`src/rtl/uart_pkg.sv`:
```
// uart_pkg: shared UART state encoding and constants for the tx and rx sides
package uart_pkg;
  typedef enum logic [2:0] {IDLE, START, DATA, PARITY, STOP} uart_state_t;
  localparam int UART_DATA_BITS = 8;
  localparam int UART_CLKS_PER_BIT_DEFAULT = 434;
endpackage

```
`src/rtl/uart_baud_gen.sv`:
```
// uart_baud_gen: bit-period counter producing a terminal-count pulse
//  clk     in  system clock
//  rst_n   in  asynchronous active-low reset
//  clear   in  hold the counter at zero
//  bit_end out high on the last cycle of each bit period
module uart_baud_gen
  import uart_pkg::*;
#(
  parameter int CLKS_PER_BIT = UART_CLKS_PER_BIT_DEFAULT
) (
  input  logic clk,
  input  logic rst_n,
  input  logic clear,
  output logic bit_end
);
  localparam int CW = $clog2(CLKS_PER_BIT);
  logic [CW-1:0] cnt_q, cnt_d;
  assign bit_end = cnt_q == CW'(CLKS_PER_BIT - 1);
  // restarting at the terminal count keeps every bit exactly CLKS_PER_BIT long
  always_comb cnt_d = (clear || bit_end) ? '0 : cnt_q + 1'b1;
  always_ff @(posedge clk or negedge rst_n)
    if (!rst_n) cnt_q <= '0;
    else cnt_q <= cnt_d;
endmodule

```
`src/rtl/uart_tx.sv`:
```
// uart_tx: serialises bytes onto a UART line, optional parity, 1 or 2 stop bits
//  clk      in  system clock
//  rst_n    in  asynchronous active-low reset
//  valid_in in  byte strobe, accepted only in IDLE
//  byte_in  in  byte to send
//  tx_busy  out back-pressure to the upstream buffer
//  tx       out serial line, idles high
//  tx_done  out one-cycle pulse at the end of the last stop bit
module uart_tx
  import uart_pkg::*;
#(
  parameter int CLKS_PER_BIT = UART_CLKS_PER_BIT_DEFAULT,
  parameter int PARITY_EN    = 0,
  parameter int PARITY_ODD   = 0,
  parameter int STOP_BITS    = 1
) (
  input  logic       clk,
  input  logic       rst_n,
  input  logic       valid_in,
  input  logic [7:0] byte_in,
  output logic       tx_busy,
  output logic       tx,
  output logic       tx_done
);
  if (STOP_BITS != 1 && STOP_BITS != 2) begin : g_bad_stop
    $error("uart_tx: STOP_BITS must be 1 or 2");
  end
  if (CLKS_PER_BIT < 2) begin : g_bad_cpb
    $error("uart_tx: CLKS_PER_BIT must be >= 2");
  end
  localparam logic [2:0] LAST_DATA = 3'(UART_DATA_BITS - 1);
  localparam logic [2:0] LAST_STOP = 3'(STOP_BITS - 1);
  uart_state_t state_q, state_d;
  logic [7:0] shift_q, shift_d;
  logic [2:0] idx_q, idx_d;
  logic       par_q, par_d;
  logic       tx_q, tx_d;
  logic       tx_done_q, tx_done_d;
  logic       bit_end;
  logic       accept;
  uart_baud_gen #(.CLKS_PER_BIT(CLKS_PER_BIT)) u_baud (
    .clk     (clk),
    .rst_n   (rst_n),
    .clear   (state_q == IDLE),
    .bit_end (bit_end)
  );
  assign accept  = state_q == IDLE && valid_in;
  // combinational so the buffer never issues a second byte right after the first
  assign tx_busy = state_q != IDLE || valid_in;
  assign tx      = tx_q;
  assign tx_done = tx_done_q;
  always_ff @(posedge clk or negedge rst_n)
    if (!rst_n) begin
      state_q   <= IDLE;
      shift_q   <= '0;
      idx_q     <= '0;
      par_q     <= 1'b0;
      tx_q      <= 1'b1;
      tx_done_q <= 1'b0;
    end else begin
      state_q   <= state_d;
      shift_q   <= shift_d;
      idx_q     <= idx_d;
      par_q     <= par_d;
      tx_q      <= tx_d;
      tx_done_q <= tx_done_d;
    end
  always_comb begin
    state_d = state_q;
    case (state_q)
      IDLE:    state_d = valid_in ? START : IDLE;
      START:   state_d = bit_end ? DATA : START;
      DATA:    state_d = (bit_end && idx_q == LAST_DATA) ? (PARITY_EN != 0 ? PARITY : STOP) : DATA;
      PARITY:  state_d = bit_end ? STOP : PARITY;
      STOP:    state_d = (bit_end && idx_q == LAST_STOP) ? IDLE : STOP;
      default: state_d = IDLE;
    endcase
  end
  // outputs are registered from the next state so tx and tx_done change on the same edge as the FSM
  always_comb begin
    shift_d   = accept ? byte_in : (state_q == DATA && bit_end) ? {1'b0, shift_q[7:1]} : shift_q;
    par_d     = accept ? (^byte_in ^ 1'(PARITY_ODD)) : par_q;
    idx_d     = (state_d != state_q && (state_d == DATA || state_d == STOP)) ? 3'd0 :
                (bit_end && idx_q != 3'd7) ? idx_q + 3'd1 : idx_q;
    tx_d      = state_d == START ? 1'b0 : state_d == DATA ? shift_d[0] : state_d == PARITY ? par_d : 1'b1;
    tx_done_d = state_q == STOP && state_d == IDLE;
  end
endmodule

```
`config.mk`:
```
export PLATFORM = sky130hd
export DESIGN_NAME = uart_tx
export DESIGN_NICKNAME = d
export VERILOG_FILES = /design/src/rtl/uart_pkg.sv /design/src/rtl/uart_baud_gen.sv /design/src/rtl/uart_tx.sv
export SDC_FILE = /design/constraint.sdc
export NUM_CORES = 1
export LEC_CHECK = 0
export ABC_AREA = 1
export CORE_ASPECT_RATIO = 1.25
export CORE_MARGIN = 2
export CORE_UTILIZATION = 50
export CTS_CLUSTER_DIAMETER = 200
export DETAILED_ROUTE_END_ITERATION = 16
export MAX_ROUTING_LAYER = met4
export PLACE_DENSITY = 0.71
export REMOVE_ABC_BUFFERS = 1
export SKIP_LAST_GASP = 1
export SLEW_MARGIN = 20
export SYNTH_ARGS = -nofsm -noshare
export SYNTH_HDL_FRONTEND = slang
export SYNTH_HIERARCHICAL = 1
export SYNTH_SLANG_ARGS = --single-unit
export TNS_END_PERCENT = 10
```
`constraint.sdc`:
```
create_clock -name clk -period 3.69 [get_ports clk]
set_input_delay 0.5535 -clock clk [delete_from_list [all_inputs] [get_ports clk]]
set_output_delay 0.5535 -clock clk [all_outputs]
set_load 0.01 [all_outputs]
```
# After elaboration in Yosys (flattened, before gate mapping)
# Cells that the tools add are included.
# totals
word_cells,54
register_bits,26
out_inout_bits,3
# classes
n_mux,15
n_reduce_logical,17
n_eq_ne,12
addsub,2
# op_table
op,n
8-bit 2-to-1 mux,2
3-bit 2-to-1 mux,5
3-bit one-hot mux with 5 select lines,1
3-bit by 2-bit == test with 1-bit output (second input constant),4
9-bit by 1-bit adder with 9-bit output (second input constant),1
3-bit == test (second input constant),3
9-bit == test (second input constant),1
3-bit logical NOT,3
9-bit 2-to-1 mux,1
8-bit parity,1
1-bit logical AND,7
3-bit by 1-bit == test with 1-bit output (second input constant),2
1-bit 2-to-1 mux,5
2-bit nonzero test,2
3-bit by 1-bit adder with 3-bit output (second input constant),1
1-bit logical OR,3
3-bit inequality test,1
3-bit inequality test (second input constant),1
3-bit nonzero test,1
2-bit 2-to-1 mux,1

# Logic depth before layout (Yosys ltp)
# Gate-level depths: netlist of run 1.
# logic_depth
depth_word,8
mapped_depth,15
depth_no_buf,15

# Hierarchy
# The synthesis of run 1 kept the hierarchy.
# modules_own_cells
mod,area_per_inst_um2,seq_area_each_um2,cells_each,instances
uart_tx,1092.3,426.7,147,1
uart_baud_gen,503.0,225.2,68,1

# Worst setup path after synthesis of run 1
# No wires, ideal clock.
# synth_path
path_kind,register to register
startpoint,reg u_baud.cnt_q[0]
endpoint,reg idx_q[0]
arrival_ns,1.547
slack_ns,2.065
synth_period_minus_slack_ns,1.625
stages_incl_launch_ff,12
path_cell_list,dfrtp_1 ha_1 nand2_1 nor2_1 nand2_1 inv_1 inv_2 nor2_1 a21oi_2 o21bai_1 nand2_2 a21oi_1
# synth_between
elab_chain_len,8
word_cells_on_any_way,16
cone_classes,eq/ne: 4; mux: 6; reduce/logical: 6
# synth_lines
item,line_no,rtl
start: declaration,uart_baud_gen.sv:17,"logic [CW-1:0] cnt_q, cnt_d;"
start signal: assignment,uart_baud_gen.sv:23,else cnt_q <= cnt_d;
9-bit == test (*),uart_baud_gen.sv:18,assign bit_end = cnt_q == CW'(CLKS_PER_BIT - 1);
via bit_end,uart_tx.sv:39,logic bit_end;
"1-bit logical AND, on equally long branches","uart_tx.sv:73, uart_tx.sv:75",
"3-bit 2-to-1 mux, on equally long branches","uart_tx.sv:73, uart_tx.sv:75",
3-bit one-hot mux with 5 select lines,uart_tx.sv:70,case (state_q)
3-bit by 2-bit == test with 1-bit output / 3-bit == test (equally long branches),uart_tx.sv:83,idx_d = (state_d != state_q && (state_d == DATA || state_d == STOP)) ? 3'd0 :
1-bit logical OR,uart_tx.sv:83,
1-bit logical AND,uart_tx.sv:83,
3-bit 2-to-1 mux / 2-bit nonzero test (equally long branches),n/a,
end signal: assignment,uart_tx.sv:63,idx_q <= idx_d;
end: declaration,uart_tx.sv:35,"logic [2:0] idx_q, idx_d;"
# Mark *: on every way through the listed nets, which the timed path passes. The rest lies on a longest branch.
# A chain may end at the register's enable or synchronous reset.

# Worst setup path in the final report of run 1
# layout_path
startpoint,reg state_q[2]
endpoint,out tx_busy
# layout_between
elab_chain_len,2
# layout_lines
item,line_no,rtl
start: declaration,uart_tx.sv:33,"uart_state_t state_q, state_d;"
start signal: assignment,uart_tx.sv:61,state_q <= state_d;
3-bit nonzero test,uart_tx.sv:49,assign tx_busy = state_q != IDLE || valid_in;
1-bit logical OR,uart_tx.sv:49,
end: declaration,uart_tx.sv:21,"output logic tx_busy,"
# Every way passes these cells.

==> results.json, run 1 <==
{
  "ant_nets": 0,
  "crit_fanout": 8,
  "via_count": 1291,
  "ys_top_cells_by_area": "dfrtp_1 39%, nand2_1 16%, inv_1 9.4%",
  "io_pins": 14,
  "finalHoldViolations": 0,
  "clockBufferDepth": 2,
  "grt_max_degree": 15,
  "fin_nets": 249,
  "crit_type": "reg2out",
  "ys_warn_count": 6,
  "finalPower_w": 0.000466,
  "p_per_area_nw_per_um2": 258,
  "slowest_delay_ps": 530,
  "clock_sinks": 26,
  "cp.arrival_ps": 1690,
  "clock_latency_ps": 320,
  "worst_slack_ps": 1450,
  "cts_setup_buffers": 0,
  "via_per_inst": 4.82,
  "placed_area_um2": 1770,
  "drt_first_pass_iters": 4,
  "stdcell_area_um2": 1810,
  "synth_top_area_cell": "dfrtp_1",
  "hold_end": "par_q",
  "wl_per_cell_um": 10.4,
  "hold_start": "par_q",
  "maxCapViolCount": 0,
  "syn_area_um2": 1600,
  "syn_area_per_cell_um2": 7.42,
  "insertedDiodeCount": 0,
  "ys_seq_elements": 26,
  "synthFlopType": "dfrtp_1",
  "grt_pass1_vias": 1248,
  "start_util_pct": 53.2,
  "min_path_type": "reg2reg",
  "die_y_um": 67.2,
  "r2r_cells": 11,
  "fin_util_pct": 60.2,
  "rsz0062_at_grt": "false",
  "rows": 22,
  "crit_chain": "nor3_1, nand2_1, clkdlybuf4s50_1",
  "grt-ovfl-total": 0,
  "layout-drive-gt1-share_pct": 12.1,
  "root_buffer": "clkbuf_4",
  "r2r_slack_ps": 1820,
  "maxSlewHeadroom_pct": 61.0,
  "die_area_um2": 3660,
  "fmax_mhz": 446,
  "dp_hpwl_um": 2240,
  "cts.clk_slew.worst_paths_ps": 140,
  "die_width_um": 54.5,
  "min_period_ps": 2240,
  "crit_family": "flip-flops",
  "ys_async_sr_fraction_pct": 100,
  "fin_tns_setup_ps": 0,
  "grt_use_met3_pct": 2.65,
  "numCtsBuffers": 3,
  "yosysTopAreaCellShare_pct": 39.2,
  "gp_congestion": 0.797,
  "drv_slew": 0,
  "antenna_found_initial": 0,
  "r2r_start": "u_baud/cnt_q[0]",
  "crit_path_top_delay_cell": "dfrtp_1",
  "endpoint_kind": "output pin",
  "yosysMostFrequentCell": "nand2_1",
  "hold_buffers": 0,
  "finalCritPeriodShare_pct": 60.7,
  "cts_tree": "done",
  "cts_htree_levels": 1,
  "ir_drop_mv": 0.195,
  "whs_path_depth": 2,
  "drc_errors": 0,
  "grt_first_pass_wirelength_um": 5060,
  "grt.total_usage_pct": 19.3,
  "synthTopCellsByCount": "67 x nand2_1, 40 x inv_1, 25 x dfrtp_1",
  "fin_skew_ps": 2.09,
  "yosysSeqAreaShare_pct": 40.9,
  "cp.required_ps": 3140,
  "place_ws_ps": 1440,
  "globalRouteMet1Util_pct": 21.5,
  "tightestPinTransition_ps": 583,
  "r2r-end": "idx_q[2]",
  "setup_violations": 0,
  "synth.distinct_cells": 27,
  "drt_iter0_drc": 22,
  "outcome": "completed",
  "cp_num_buf_inv": 1,
  "met2_usage_pct": 33.4,
  "routed_wl_um": 2780,
  "grt-busiest-layer": "met2",
  "p_leak_nw": 0.994,
  "synth_edf_count": 0,
  "cts-resized-gates": 0,
  "port_buffers": 13,
  "worst_setup_path_start_kind": "register",
  "core_area_um2": 3000,
  "syn-instance-count": 215,
  "area_growth_pct": 13.3
}
cells by family after synthesis:
kind of cell	count (synthesis)	share of synthesized area (%)
simple gates	114	32.5
buf+inv	47	11.5
flops	26	40.9
compound gates	16	7.14
xor+xnor	5	2.75
fa+ha+maj	5	3.92
mux	2	1.41
how the worst max path moves through the flow:
stage | startpoint | end | slack, ps | depth (start not counted)
floorplan | u_baud/cnt_q[0] | idx_q[0] | 2060 | 11
global placement | valid_in | tx_busy | 1450 | 4
detailed placement | valid_in | tx_busy | 1440 | 4
CTS | state_q[2] | tx_busy | 1430 | 3
global route | state_q[2] | tx_busy | 1330 | 3
finish | state_q[2] | tx_busy | 1450 | 3
metrics by stage:
stage                     hold slack, ps  cells
after floorplan                      258    214
after global placement               461    264
after detailed placement             494    264
after CTS                            529    268
after global routing                 569    268
final                                513    268
cells in the final DEF (no fill, tap or decap), drive strengths merged:
cell type	Yosys	layout
xnor2	3	3
o21ai	1	1
a21oi	7	7
buf	1	1
clkbuf	0	4
nor2	25	25
inv	46	46
dfstp	1	1
mux2	2	2
o22ai	1	1
dfrtp	25	25
clkdlybuf4s50	0	13
o221ai	6	6
xor2	2	2
nand2	70	70
o21bai	1	1
ha	5	5
nand3	16	16
nor3	2	2
nand4	1	1
layout make-up:
cell class	count	area [um2]
multi-input combinational	142	761
clock buffer	4	36.3
tap	36	45.0
fill	302	1190
inverter	46	175
sequential	26	652
timing repair buffer	14	138
power by group:
part / switching (W) / internal, W
registers: 0 / 0.000285
logic: 0.0000198 / 0.0000164
clock network: 0.0000848 / 0.0000604
total: 0.000105 / 0.000362
registers in the layout, indices dropped and copies added, names as in the netlist:
register and count:
u_baud/cnt_q 9, shift_q 8, idx_q 3, state_q 3, par_q 1, tx 1
tx_done 1
worst reg2reg max path, stage by stage, from the launching register on:
cell      delay [ps]
dfrtp_1          450
ha_1             170
nand2_1           50
nor2_1           100
nand2_1          110
inv_1            240
inv_2             90
nor2_1           130
a21oi_2           90
o21bai_1         170
nand2_2          100
a21oi_1           70
metal layers:
| layer | wire length, um | part of all wire [%] |
|---|---|---|
| met5 | 0 | 0 |
| met4 | 46 | 1.7 |
| met3 | 41 | 1.5 |
| met2 | 1390 | 50 |
| met1 | 1300 | 47 |
Power figures use the tool's default switching activity.
==> inputs of run 2 (changes only) <==
PLACE_DENSITY = 0.73   (was 0.71)
clock period = 1.79 ns   (was 3.69 ns; I/O delays follow)
==> run 2 against run 1 <==
Compared with the run above: core utilization is 2.3 points higher; worst hold slack worse by 240 ps; via count is 4.7% higher; highest routed layer unchanged; design area is 3.7% higher; cell count is 3.4% higher; clock power is 81% higher; sequential share of layout area is 1.2 points lower; flip-flop and latch count stayed put; total power is 98% higher; critical path depth is 7 higher.
==> results.json, run 2 (synthesis results as in run 1) <==
{
  "cts.clk_slew.worst_paths_ps": 140,
  "grt.total_usage_pct": 20.1,
  "routed_wl_um": 2990,
  "maxCapViolCount": 0,
  "clock_sinks": 26,
  "start_util_pct": 53.2,
  "wl_per_cell_um": 10.8,
  "r2r_start": "u_baud/cnt_q[0]",
  "internal_power_w": 0.000709,
  "cts_htree_levels": 1,
  "p_clk_share_pct": 28.3,
  "layout_common_cells": "67 x nand2_1, 39 x inv_1, 23 x dfrtp_1",
  "layout-drive-gt1-share_pct": 16.6,
  "root_buffer": "clkbuf_4",
  "ir_drop_mv": 0.341,
  "fin_util_pct": 62.5,
  "via_count": 1352,
  "power_switching_w": 0.000215,
  "worst_setup_path_start_kind": "register",
  "drt_iter0_drc": 28,
  "cp.arrival_ps": 1940,
  "grt_first_pass_wirelength_um": 5380,
  "die_width_um": 54.5,
  "drt_first_pass_iters": 4,
  "ant_nets": 0,
  "stdcell_count": 277,
  "largest_reg_flops": 9,
  "outcome": "completed",
  "die_area_um2": 3660,
  "crit_path_top_delay_cell": "dfrtp_1",
  "crit_chain": "ha_1, nand2_1, nor2_1, nand2_1, inv_2, buf_4, nand2_1, mux2_2, inv_1, a21oi_1",
  "finalHoldViolations": 0,
  "crit_type": "reg2reg",
  "rsz0062_at_grt": "true",
  "top_register": "u_baud/cnt_q",
  "io_pins": 14,
  "insertedDiodeCount": 0,
  "cp_num_buf_inv": 3,
  "crit_top_cell": "nand2_1",
  "drc_errors": 0,
  "numPlacedInstances": 268,
  "die_y_um": 67.2,
  "endpoint_kind": "register",
  "maxSlewHeadroom_pct": 78.4,
  "crit_start": "u_baud/cnt_q[0]",
  "hold_buffers": 0,
  "cts_tree": "done",
  "min_path_type": "in2async",
  "clockBufferDepth": 2,
  "finalCritPeriodShare_pct": 95.6,
  "crit_family": "flip-flops",
  "cp.required_ps": 2020,
  "p_per_area_nw_per_um2": 493,
  "fin_tns_setup_ps": 0,
  "dp_hpwl_um": 2230,
  "tightestPinTransition_ps": 324,
  "grt-ovfl-total": 0,
  "fillerInstances": 288,
  "clock_latency_ps": 320,
  "r2r_slack_ps": 80,
  "crit_fanout": 5,
  "numCtsBuffers": 3,
  "area_growth_pct": 17.5,
  "fmax_mhz": 584,
  "reg_top3": "u_baud/cnt_q (9), shift_q (8)",
  "via_per_inst": 4.88,
  "fin_skew_ps": 3.70,
  "core_area_um2": 3000,
  "port_buffers": 13,
  "swShare_pct": 23.3,
  "rows": 22,
  "drv_slew": 0,
  "mostFrequentLayoutCell": "nand2_1",
  "gp_congestion": 0.825,
  "grt_pass1_vias": 1320,
  "p_seq_share_pct": 63.6,
  "setup_violations": 0,
  "min_period_ps": 1710,
  "antenna_found_initial": 0,
  "pwr-share-comb_pct": 8.0,
  "fin_nets": 258,
  "grt_max_degree": 27,
  "p_leak_nw": 1.03,
  "slowest_delay_ps": 410
}
-- run 2: worst register-to-register path, stage by stage (launching register included) --
cell and delay [ps]:
dfrtp_1 410, ha_1 190, nand2_1 60, nor2_1 40, nand2_1 120, inv_2 90
buf_4 150, nand2_1 120, mux2_2 350, inv_1 50, a21oi_1 30
-- run 2: area by class of cell --
class                      instances  area, um2  share of cell area [%]
clock buffer                       4       26.3                    1.40
inverter                          46        175                    9.35
multi-input combinational        142        766                    40.9
sequential                        26        654                    34.9
tap                               36       45.0                    2.40
timing repair buffer              23        208                    11.1
-- run 2: timing repair --
action / in CTS / in global routing
buffers inserted: 2 / 3
setup endpoints to repair: 5 / 13
gates resized for setup: 3 / 2
-- run 2: per-layer routing --
| layer | vias to the layer above | global-route usage (%) | wire [um] |
|---|---|---|---|
| li1 | 713 | - | - |
| met1 | 608 | 24.8 | 1340 |
| met2 | 26 | 34.2 | 1510 |
| met3 | 5 | 1.99 | 102 |
| met4 | 0 | 6.56 | 46 |
| met5 | - | - | 0 |
-- run 2: final timing paths --
path                                   end  depth (start not counted)
hold / removal             u_baud/cnt_q[3]                          2
min in group clk                     par_q                          2
setup / recovery                  idx_q[2]                         10
hold reg to reg                      par_q                          2
setup reg to reg                  idx_q[2]                         10
max in group asynchronous               tx                          2
-- run 2: per-stage QoR --
stage          total power (W)  hold WS, ps  worst slack [ps]  area, um2
2_1_floorplan         0.000629        -27.1               156       1590
3_3_place_gp          0.000673          460              52.1       1800
3_5_place_dp          0.000675          469              20.0       1800
4_1_cts               0.000928          302             -8.17       1850
5_1_grt               0.000960          323             -97.1       1870
6_report              0.000924          278              78.3       1870
-- run 2: power by group through the flow --
stage / Clock (W) / Combinational [W] / Sequential [W]
after CTS: 0.000264 / 0.0000764 / 0.000588
after global routing: 0.000284 / 0.0000885 / 0.000588
after floorplan: 0 / 0.0000302 / 0.000599
after detailed placement: 0 / 0.0000761 / 0.000598
after global placement: 0 / 0.0000747 / 0.000598
final: 0.000262 / 0.0000743 / 0.000588
